File: src/rtl/mem_arb_pkg.sv
// mem_arb_pkg: shared state encoding and access-type codes for the memory arbiter
package mem_arb_pkg;
    typedef enum logic [1:0] {
        IDLE    = 2'b00,
        BUSY_IF = 2'b01,
        BUSY_DM = 2'b10,
        RESP    = 2'b11
    } state_t;
    localparam logic [2:0] DM_BYTE   = 3'b000;
    localparam logic [2:0] DM_HALF   = 3'b001;
    localparam logic [2:0] DM_WORD   = 3'b010;
    localparam logic [2:0] DM_BYTE_U = 3'b100;
    localparam logic [2:0] DM_HALF_U = 3'b101;
    localparam logic [2:0] IF_TYPE   = DM_WORD;
endpackage

File: src/rtl/mem_arb_pick.sv
// mem_arb_pick: data-priority grant selection with a saturating anti-starvation counter
module mem_arb_pick #(
    parameter int STARVE_MAX = 4
) (
    input  logic clk,
    input  logic rst,
    input  logic en,
    input  logic if_req,
    input  logic dm_req,
    output logic grant_if,
    output logic grant_dm
);
    localparam logic [3:0] SMAX = 4'(STARVE_MAX);
    logic [3:0] starve;
    always_comb begin
        grant_dm = en && dm_req && (!if_req || starve < SMAX);
        grant_if = en && if_req && !grant_dm;
    end
    // only DM grants made while IF is waiting count towards starvation
    always_ff @(posedge clk) begin
        if (rst || grant_if)
            starve <= '0;
        else if (grant_dm)
            starve <= !if_req ? '0 : (starve == SMAX ? starve : starve + 4'd1);
    end
endmodule

File: src/rtl/mem_arbiter.sv
// mem_arbiter: shares one single-port memory between instruction fetch and data access
// Optional performance counters are built when MEM_ARB_PERF_EN is defined.
module mem_arbiter
    import mem_arb_pkg::*;
#(
    parameter int AW         = 32,
    parameter int DW         = 32,
    parameter int STARVE_MAX = 4
) (
    input  logic          clk,
    input  logic          rst,
    input  logic          if_req,
    input  logic [AW-1:0] if_addr,
    output logic [DW-1:0] if_rdata,
    output logic          if_ready,
    input  logic          dm_req,
    input  logic          dm_we,
    input  logic [AW-1:0] dm_addr,
    input  logic [DW-1:0] dm_wdata,
    input  logic [2:0]    dm_type,
    output logic [DW-1:0] dm_rdata,
    output logic          dm_ready,
    output logic          mem_req,
    output logic          mem_we,
    output logic [AW-1:0] mem_addr,
    output logic [DW-1:0] mem_wdata,
    output logic [2:0]    mem_type,
    input  logic          mem_ack,
    input  logic [DW-1:0] mem_rdata
`ifdef MEM_ARB_PERF_EN
   ,output logic [31:0]   perf_if_cnt,
    output logic [31:0]   perf_dm_cnt,
    output logic [31:0]   perf_wait_cnt
`endif
);
    state_t state;
    logic   grant_if, grant_dm;

    mem_arb_pick #(.STARVE_MAX(STARVE_MAX)) u_pick (
        .clk      (clk),
        .rst      (rst),
        .en       (state == IDLE),
        .if_req   (if_req),
        .dm_req   (dm_req),
        .grant_if (grant_if),
        .grant_dm (grant_dm)
    );

    always_ff @(posedge clk) begin
        if (rst) begin
            state     <= IDLE;
            mem_req   <= 1'b0;
            mem_we    <= 1'b0;
            mem_addr  <= '0;
            mem_wdata <= '0;
            mem_type  <= '0;
            if_rdata  <= '0;
            dm_rdata  <= '0;
            if_ready  <= 1'b0;
            dm_ready  <= 1'b0;
        end else begin
            case (state)
                IDLE: begin
                    if (grant_dm) begin
                        state     <= BUSY_DM;
                        mem_req   <= 1'b1;
                        mem_we    <= dm_we;
                        mem_addr  <= dm_addr;
                        mem_wdata <= dm_wdata;
                        mem_type  <= dm_type;
                    end else if (grant_if) begin
                        state    <= BUSY_IF;
                        mem_req  <= 1'b1;
                        mem_we   <= 1'b0;
                        mem_addr <= if_addr;
                        mem_type <= IF_TYPE;
                    end
                end
                BUSY_IF: begin
                    if (mem_ack) begin
                        state    <= RESP;
                        mem_req  <= 1'b0;
                        if_rdata <= mem_rdata;
                        if_ready <= 1'b1;
                    end
                end
                BUSY_DM: begin
                    if (mem_ack) begin
                        state    <= RESP;
                        mem_req  <= 1'b0;
                        dm_rdata <= mem_rdata;
                        dm_ready <= 1'b1;
                    end
                end
                RESP: begin
                    state    <= IDLE;
                    if_ready <= 1'b0;
                    dm_ready <= 1'b0;
                end
            endcase
        end
    end

`ifdef MEM_ARB_PERF_EN
    // a requester is waiting while it asks but is neither granted, in service nor completing
    logic waiting;
    always_comb
        waiting = (if_req && !grant_if && state != BUSY_IF && !if_ready) ||
                  (dm_req && !grant_dm && state != BUSY_DM && !dm_ready);
    always_ff @(posedge clk) begin
        if (rst) begin
            perf_if_cnt   <= '0;
            perf_dm_cnt   <= '0;
            perf_wait_cnt <= '0;
        end else begin
            perf_if_cnt   <= perf_if_cnt + 32'(if_ready);
            perf_dm_cnt   <= perf_dm_cnt + 32'(dm_ready);
            perf_wait_cnt <= perf_wait_cnt + 32'(waiting);
        end
    end
`endif
endmodule

File: config.mk
export PLATFORM = sky130hd
export DESIGN_NAME = mem_arbiter
export DESIGN_NICKNAME = d
export VERILOG_FILES = /design/src/rtl/mem_arb_pkg.sv /design/src/rtl/mem_arb_pick.sv /design/src/rtl/mem_arbiter.sv
export SDC_FILE = /design/constraint.sdc
export NUM_CORES = 1
export LEC_CHECK = 0
export ABC_CLOCK_PERIOD_IN_PS = 1760
export CORE_MARGIN = 5
export CORE_UTILIZATION = 37
export CTS_BUF_LIST = sky130_fd_sc_hd__clkbuf_4 sky130_fd_sc_hd__clkbuf_8 sky130_fd_sc_hd__clkbuf_16
export DETAILED_ROUTE_END_ITERATION = 7
export PLACE_DENSITY = 0.77
export REMOVE_ABC_BUFFERS = 1
export SETUP_SLACK_MARGIN = 0.5
export SLEW_MARGIN = 20
export SYNTH_ARGS = -nofsm -noshare
export SYNTH_HDL_FRONTEND = slang
export SYNTH_SLANG_ARGS = --single-unit
File: constraint.sdc
create_clock -name clk -period 1.76 [get_ports clk]
set_clock_uncertainty 0.15 [all_clocks]
set_input_delay 0.176 -clock clk [delete_from_list [all_inputs] [get_ports clk]]
set_output_delay 0.176 -clock clk [all_outputs]
set_load 0.05 [all_outputs]
### Yosys cells after proc, flatten, opt, wreduce, memory -nomap -nowiden

Cells that the tools add are included.

| storage, ports and cells | value |
|---|---|
| register bits after elaboration | 141 |
| output and inout port bits | 135 |
| word-level logic and storage cells | 64 |

| operators by class | value |
|---|---|
| equality and inequality tests | 9 |
| reductions and logical operators | 23 |
| multiplexer cells | 19 |
| magnitude comparators | 1 |
| add/sub/neg operators | 1 |

Operators with widths:

| cell | count |
|---|---|
| $mux 32 | 2 |
| $reduce_and 2->1 | 8 |
| $mux 4 | 2 |
| $reduce_bool 2->1 | 4 |
| $mux 1 | 6 |
| $mux 2 | 3 |
| $mux 3 | 2 |
| $ne 2x2->1 const B | 3 |
| $pmux 1 s2 | 3 |
| $pmux 2 s3 | 1 |
| $add 4x1->4 const B | 1 |
| $eq 2x2->1 const B | 2 |
| $eq 4x3->1 const B | 1 |
| $logic_and 1x1->1 | 4 |
| $lt 4x3->1 const B | 1 |
| $ne 3x3->1 const B | 1 |
| $reduce_and 3->1 | 1 |
| $eq 2x1->1 const B | 1 |
| $logic_not 1->1 | 2 |
| $logic_not 2->1 | 1 |
| $logic_or 1x1->1 | 2 |
| $ne 2x1->1 const B | 1 |
| $reduce_or 2->1 | 1 |

### Logic depth before layout (Yosys ltp)

Gate-level depths: netlist of run 1.

| logic depth | value |
|---|---|
| depth after elaboration | 8 |
| depth in mapped cells | 9 |

### Modules after synthesis

A second synthesis of run 1 with hierarchy kept.

| unflattened totals | value |
|---|---|
| cells, all modules | 635 |
| area, all modules | 5559.1 um^2 |

By module, submodules not included:

| module | area an instance (um^2) | instances | cells each |
|---|---|---|---|
| mem_arbiter | 5341.4 | 1 | 614 |
| mem_arb_pick | 217.7 | 1 | 21 |

### Least setup slack after synthesis of run 1

OpenSTA, ideal clock, no wires.

| timing path | value |
|---|---|
| path kind | register to register |
| start point | reg state[0] |
| end point | reg mem_wdata[25] |
| arrival | 1.418 ns |
| required time | 1.478 ns |
| stages on the path, launching flop included | 10 |
| slack | 0.059 ns |
| clock period less this slack | 1.701 ns |
| cell sequence | dfxtp_1 inv_1 ha_1 buf_2 and2_0 buf_2 buf_4 buf_4 nand3_1 a21oi_1 |

| on the way | value |
|---|---|
| longest elaborated chain between the ends | 4 |

Ends and longest elaborated chain:

| item | line | text |
|---|---|---|
| start, declared | mem_arbiter.sv:36 | `state_t state;` |
| start signal, assigned | mem_arbiter.sv:51 | `state <= IDLE;` |
| start signal, assigned | mem_arbiter.sv:65 | `state <= BUSY_DM;` |
| start signal, assigned | mem_arbiter.sv:72 | `state <= BUSY_IF;` |
| $logic_not 2->1 * | mem_arbiter.sv:42, mem_arbiter.sv:62 |  |
| $logic_and 1x1->1 (2 in a row) | mem_arb_pick.sv:16 | `grant_dm = en && dm_req && (!if_req \|\| starve < SMAX);` |
| $reduce_and 2->1 (no line) * | -- |  |
| end signal, assigned | mem_arbiter.sv:69 | `mem_wdata <= dm_wdata;` |
| end, declared | mem_arbiter.sv:26 | `output logic [DW-1:0] mem_wdata,` |

Every way passes the cells marked *; elsewhere a longest branch is shown, timed or not.
A chain may end at the register's enable or synchronous reset.

### Worst setup path in the final report of run 1

| timing path | value |
|---|---|
| start point | reg state[1] |
| end point | reg if_rdata[24] |

| on the way | value |
|---|---|
| longest elaborated chain between the ends | 2 |

Ends and longest elaborated chain:

| item | line | text |
|---|---|---|
| $eq 2x1->1 | mem_arbiter.sv:62 | `case (state)` |
| $reduce_and 2->1 (no line) | -- |  |
| end signal, assigned | mem_arbiter.sv:83 | `if_rdata <= mem_rdata;` |
| end, declared | mem_arbiter.sv:14 | `output logic [DW-1:0] if_rdata,` |

No other way between the ends.

==> results of run 1 <==
-- registers in the layout, summed over array words and instances, names as in the netlist --
signal,cells
dm_rdata,32
if_rdata,32
mem_addr,32
mem_wdata,32
u_pick.starve,4
mem_type,3
state,2
dm_ready,1
if_ready,1
mem_req,1
mem_we,1
-- kinds of logic (layout without fill, tap and decap cells) --
family                     after synthesis  in the layout
DFF                                    141            141
and+or+nand+nor                        250            250
adders and majority gates                7              7
AOI/OAI and AO/OA                      217            217
buffers and inverters                   72            416
muxes                                    1              1
-- through the flow --
stage,instance area (sq um),hold slack (ns),worst slack [ns],instances
final,11700,0.0771,0.0377,1216
after CTS,10700,0.0569,0.178,1181
after global placement,8220,0.292,-0.00726,1109
after floorplan,5230,0.0951,-1.55,624
after detailed placement,8220,0.297,-0.110,1109
after global routing,11700,0.0786,0.00655,1216
-- layout by cell type, fill, tap and decap left out, drive strengths merged, types with 2 or more instances in the layout --
master / count
and2: 3
o21ai: 68
ha: 7
nand3: 32
o221a: 2
inv: 13
nor2b: 3
a32oi: 3
clkinvlp: 4
buf: 235
a21oi: 101
nand2: 137
dfxtp: 141
a211oi: 32
clkbuf: 21
a31oi: 3
clkinv: 5
o21a: 2
clkdlybuf4s50: 134
bufbuf: 2
nor2: 37
nand4: 2
nor3: 34
-- repair_timing --
action | in CTS | in global routing
cloned | 16 | 3
pin swaps | 72 | 16
buffers inserted | 23 | 32
setup endpoints to repair | 276 | 253
gates resized for setup | 447 | 210
hold buffers | 1 | 0
endpoints found under the hold margin | 9 | 0
-- worst register-to-register path, stage by stage (launching register included) --
cell and delay (ns):
dfxtp_2 0.32, inv_2 0.07, buf_4 0.14, ha_4 0.15, and2_4 0.20, buf_12 0.13, buf_16 0.13, nand2_1 0.11
a21oi_1 0.23
-- worst max-delay path by stage --
stage / to / slack [ns] / depth (start not counted)
after detailed placement: mem_addr[5]$_SDFFE_PP0P_ / -0.11 / 5
after CTS: mem_type[1]$_SDFFE_PP0P_ / 0.18 / 7
after global routing: if_rdata[24]$_SDFFE_PP0P_ / 0.007 / 8
final: if_rdata[24]$_SDFFE_PP0P_ / 0.04 / 8
after global placement: mem_addr[20]$_SDFFE_PP0P_ / -0.007 / 5
after floorplan: mem_type[1]$_SDFFE_PP0P_ / -1.55 / 5
-- routing by layer --
layer | global-route usage | up-vias | part of all wire
met2 | 0.467 | 414 | 0.50
li1 | - | 3047 | -
met1 | 0.289 | 3260 | 0.36
met3 | 0.0992 | 103 | 0.094
met4 | 0.127 | 0 | 0.048
met5 | 0 | - | 0
-- power by group --
part / leakage (nW) / total (mW) / switching [mW] / internal, mW
Clock: 0.260 / 3.38 / 1.51 / 1.86
Sequential: 1.21 / 4.54 / 0.580 / 3.96
Combinational: 3.23 / 8.79 / 4.79 / 4.00
-- area by class of cell --
class / instances / area, sq um
clock buffer: 18 / 439
timing repair buffer: 376 / 4730
multi-input combinational: 475 / 3190
sequential: 141 / 3010
fill: 767 / 2860
clock inverter: 14 / 110
tap: 184 / 230
inverter: 8 / 30.0
==> impl_metrics.csv, run 1 <==
group,metric,value,unit
outcome,outcome,"completed",
yosys,syn_inst,688,
clock_network,cts_buffers,17,
worst_setup_path,end_kind,"flip-flop",
clock_network,cts_max_level,4,
grt,grt_max_degree,37,
pwr,ir_drop,0.893,mV
clock_network,clockRootBuffer,"clkbuf_16",
yosys,synth_compound_area_frac,0.223,
yosys,yosys_warnings,0,
clock_network,cts.sinks,141,
timing,min_period_over_period,0.979,
worst_setup_path,critPathBufInv,4,
timing,drv_slew,0,
timing,setup_violations,0,
yosys,synth.area.mux_share,0.00204,
timing,rsz0062_at_grt,"true",
min_path,hp-start,"rst",
yosys,synth_seq_area_share,0.511,
die,ios,272,
worst_setup_path,r2r-start,"state[1]$_SDFFE_PP0P_",
min_path,hold_class,"input port to flip-flop",
worst_setup_path,worstPathCellList,"inv_2 -> buf_4 -> ha_4 -> and2_4 -> buf_12 -> buf_16 -> nand2_1 -> a21oi_1",
yosys,ys_types,35,
worst_setup_path,reg2reg_slack,0.04,ns
timing,fin_tns_setup,0,ns
timing,slew_headroom,0.617,
die,rows,44,
yosys,yosysMostFrequentCell,"dfxtp_1",
placed_design,hpwl,13200,microns
die,start_util,0.379,
yosys,synth_common_cells,"dfxtp_1, nand2_1, a21oi_1",
pwr,power_density,1420,nW/um^2
yosys,synthFlopType,"dfxtp_1",
clock_network,clkLatencyLatePin,0.41,ns
placed_design,place.port_buffers,271,
yosys,synth_simple_gate_area_frac,0.190,
yosys,yosys_register_bits,141,
routing,wl,27900,microns
yosys,ys_top_cells_by_area,"dfxtp_1, nand2_1, a21oi_1, o21ai_0, a211oi_1",
yosys,netlist_area,5530,sq um
placed_design,place_congestion,0.771,
clock_network,clock_path_buffers,2,
cells_and_area,n_antenna_cell,0,
routing,vias,6824,
yosys,synth_xor_area_frac,0,
grt,grt_use_total,0.269,
min_path,hold-path-endpoint,"mem_req$_SDFFE_PP0P_",
worst_setup_path,crit_path_start_kind,"flip-flop",
worst_setup_path,critPathSlowestCell,"dfxtp_2",
pwr,power.total,16.7,mW
timing,hold_violations,0,
worst_setup_path,startpoint,"state[1]$_SDFFE_PP0P_",
pwr,leakage,4.70,nW
grt,grt_pass1_wl,37600,microns
routing,first_pass_iters,5,
yosys,synth-edff-count,0,
cells_and_area,drive_gt1_frac,0.551,
routing,drt_iter0_markers,563,
routing,ant_nets,0,
yosys,yosysTopAreaCell,"dfxtp_1",
yosys,avgSynthCellArea,8.03,sq um
grt,grt_pass1_vias,6822,
worst_setup_path,cp.required,1.93,ns
routing,drc_errors,0,
worst_setup_path,arrival,1.89,ns
cells_and_area,layout.nets,1163,
worst_setup_path,crit_family,"buffers and inverters",
routing,routedWlPerCell,23.0,microns
die,die-area,17500,sq um
worst_setup_path,path_max_fanout,8,
worst_setup_path,crit_path_max_incr_delay,0.32,ns
clock_network,clk_pin_slew,0.07,ns
routing,viasPerCell,5.61,
yosys,synth_top_family_by_area,"compound AO/OA/AOI/OAI gates",
die,die_w,132,microns
job,maxCapViolCount,0,
grt,grt-ovfl-total,0,
min_path,whs_path_depth,3,
timing,max_freq,581,MHz
die,core_area,14600,sq um
worst_setup_path,r2r_cells,8,
die,die_y,132,microns
worst_setup_path,critPathKind,"flip-flop to flip-flop",
timing,worst_pin_slew,0.573,ns
grt,antenna_found_initial,0,
clock_network,cts_tree,"yes",
yosys,synthAdderAreaFrac,0.0159,
cells_and_area,final_util,0.804,
yosys,async_flop_share,0,
yosys,synth_top_area_frac,0.511,
timing,fin_crit,1.72,ns
cells_and_area,area_growth,112,%
worst_setup_path,r2r_end,"if_rdata[24]$_SDFFE_PP0P_",
Note: power is estimated with default switching activity, not from simulation.
==> inputs of run 2 (changes only) <==
--- a/config.mk
+++ b/config.mk
@@ -9,6 +9,7 @@
 export CORE_MARGIN = 5
 export CORE_UTILIZATION = 37
 export CTS_BUF_LIST = sky130_fd_sc_hd__clkbuf_4 sky130_fd_sc_hd__clkbuf_8 sky130_fd_sc_hd__clkbuf_16
+export CTS_CLUSTER_SIZE = 12
 export DETAILED_ROUTE_END_ITERATION = 7
 export PLACE_DENSITY = 0.77
 export REMOVE_ABC_BUFFERS = 1
==> results of run 2 <==
Final layout, timing and power as in run 1 (identical DEF).
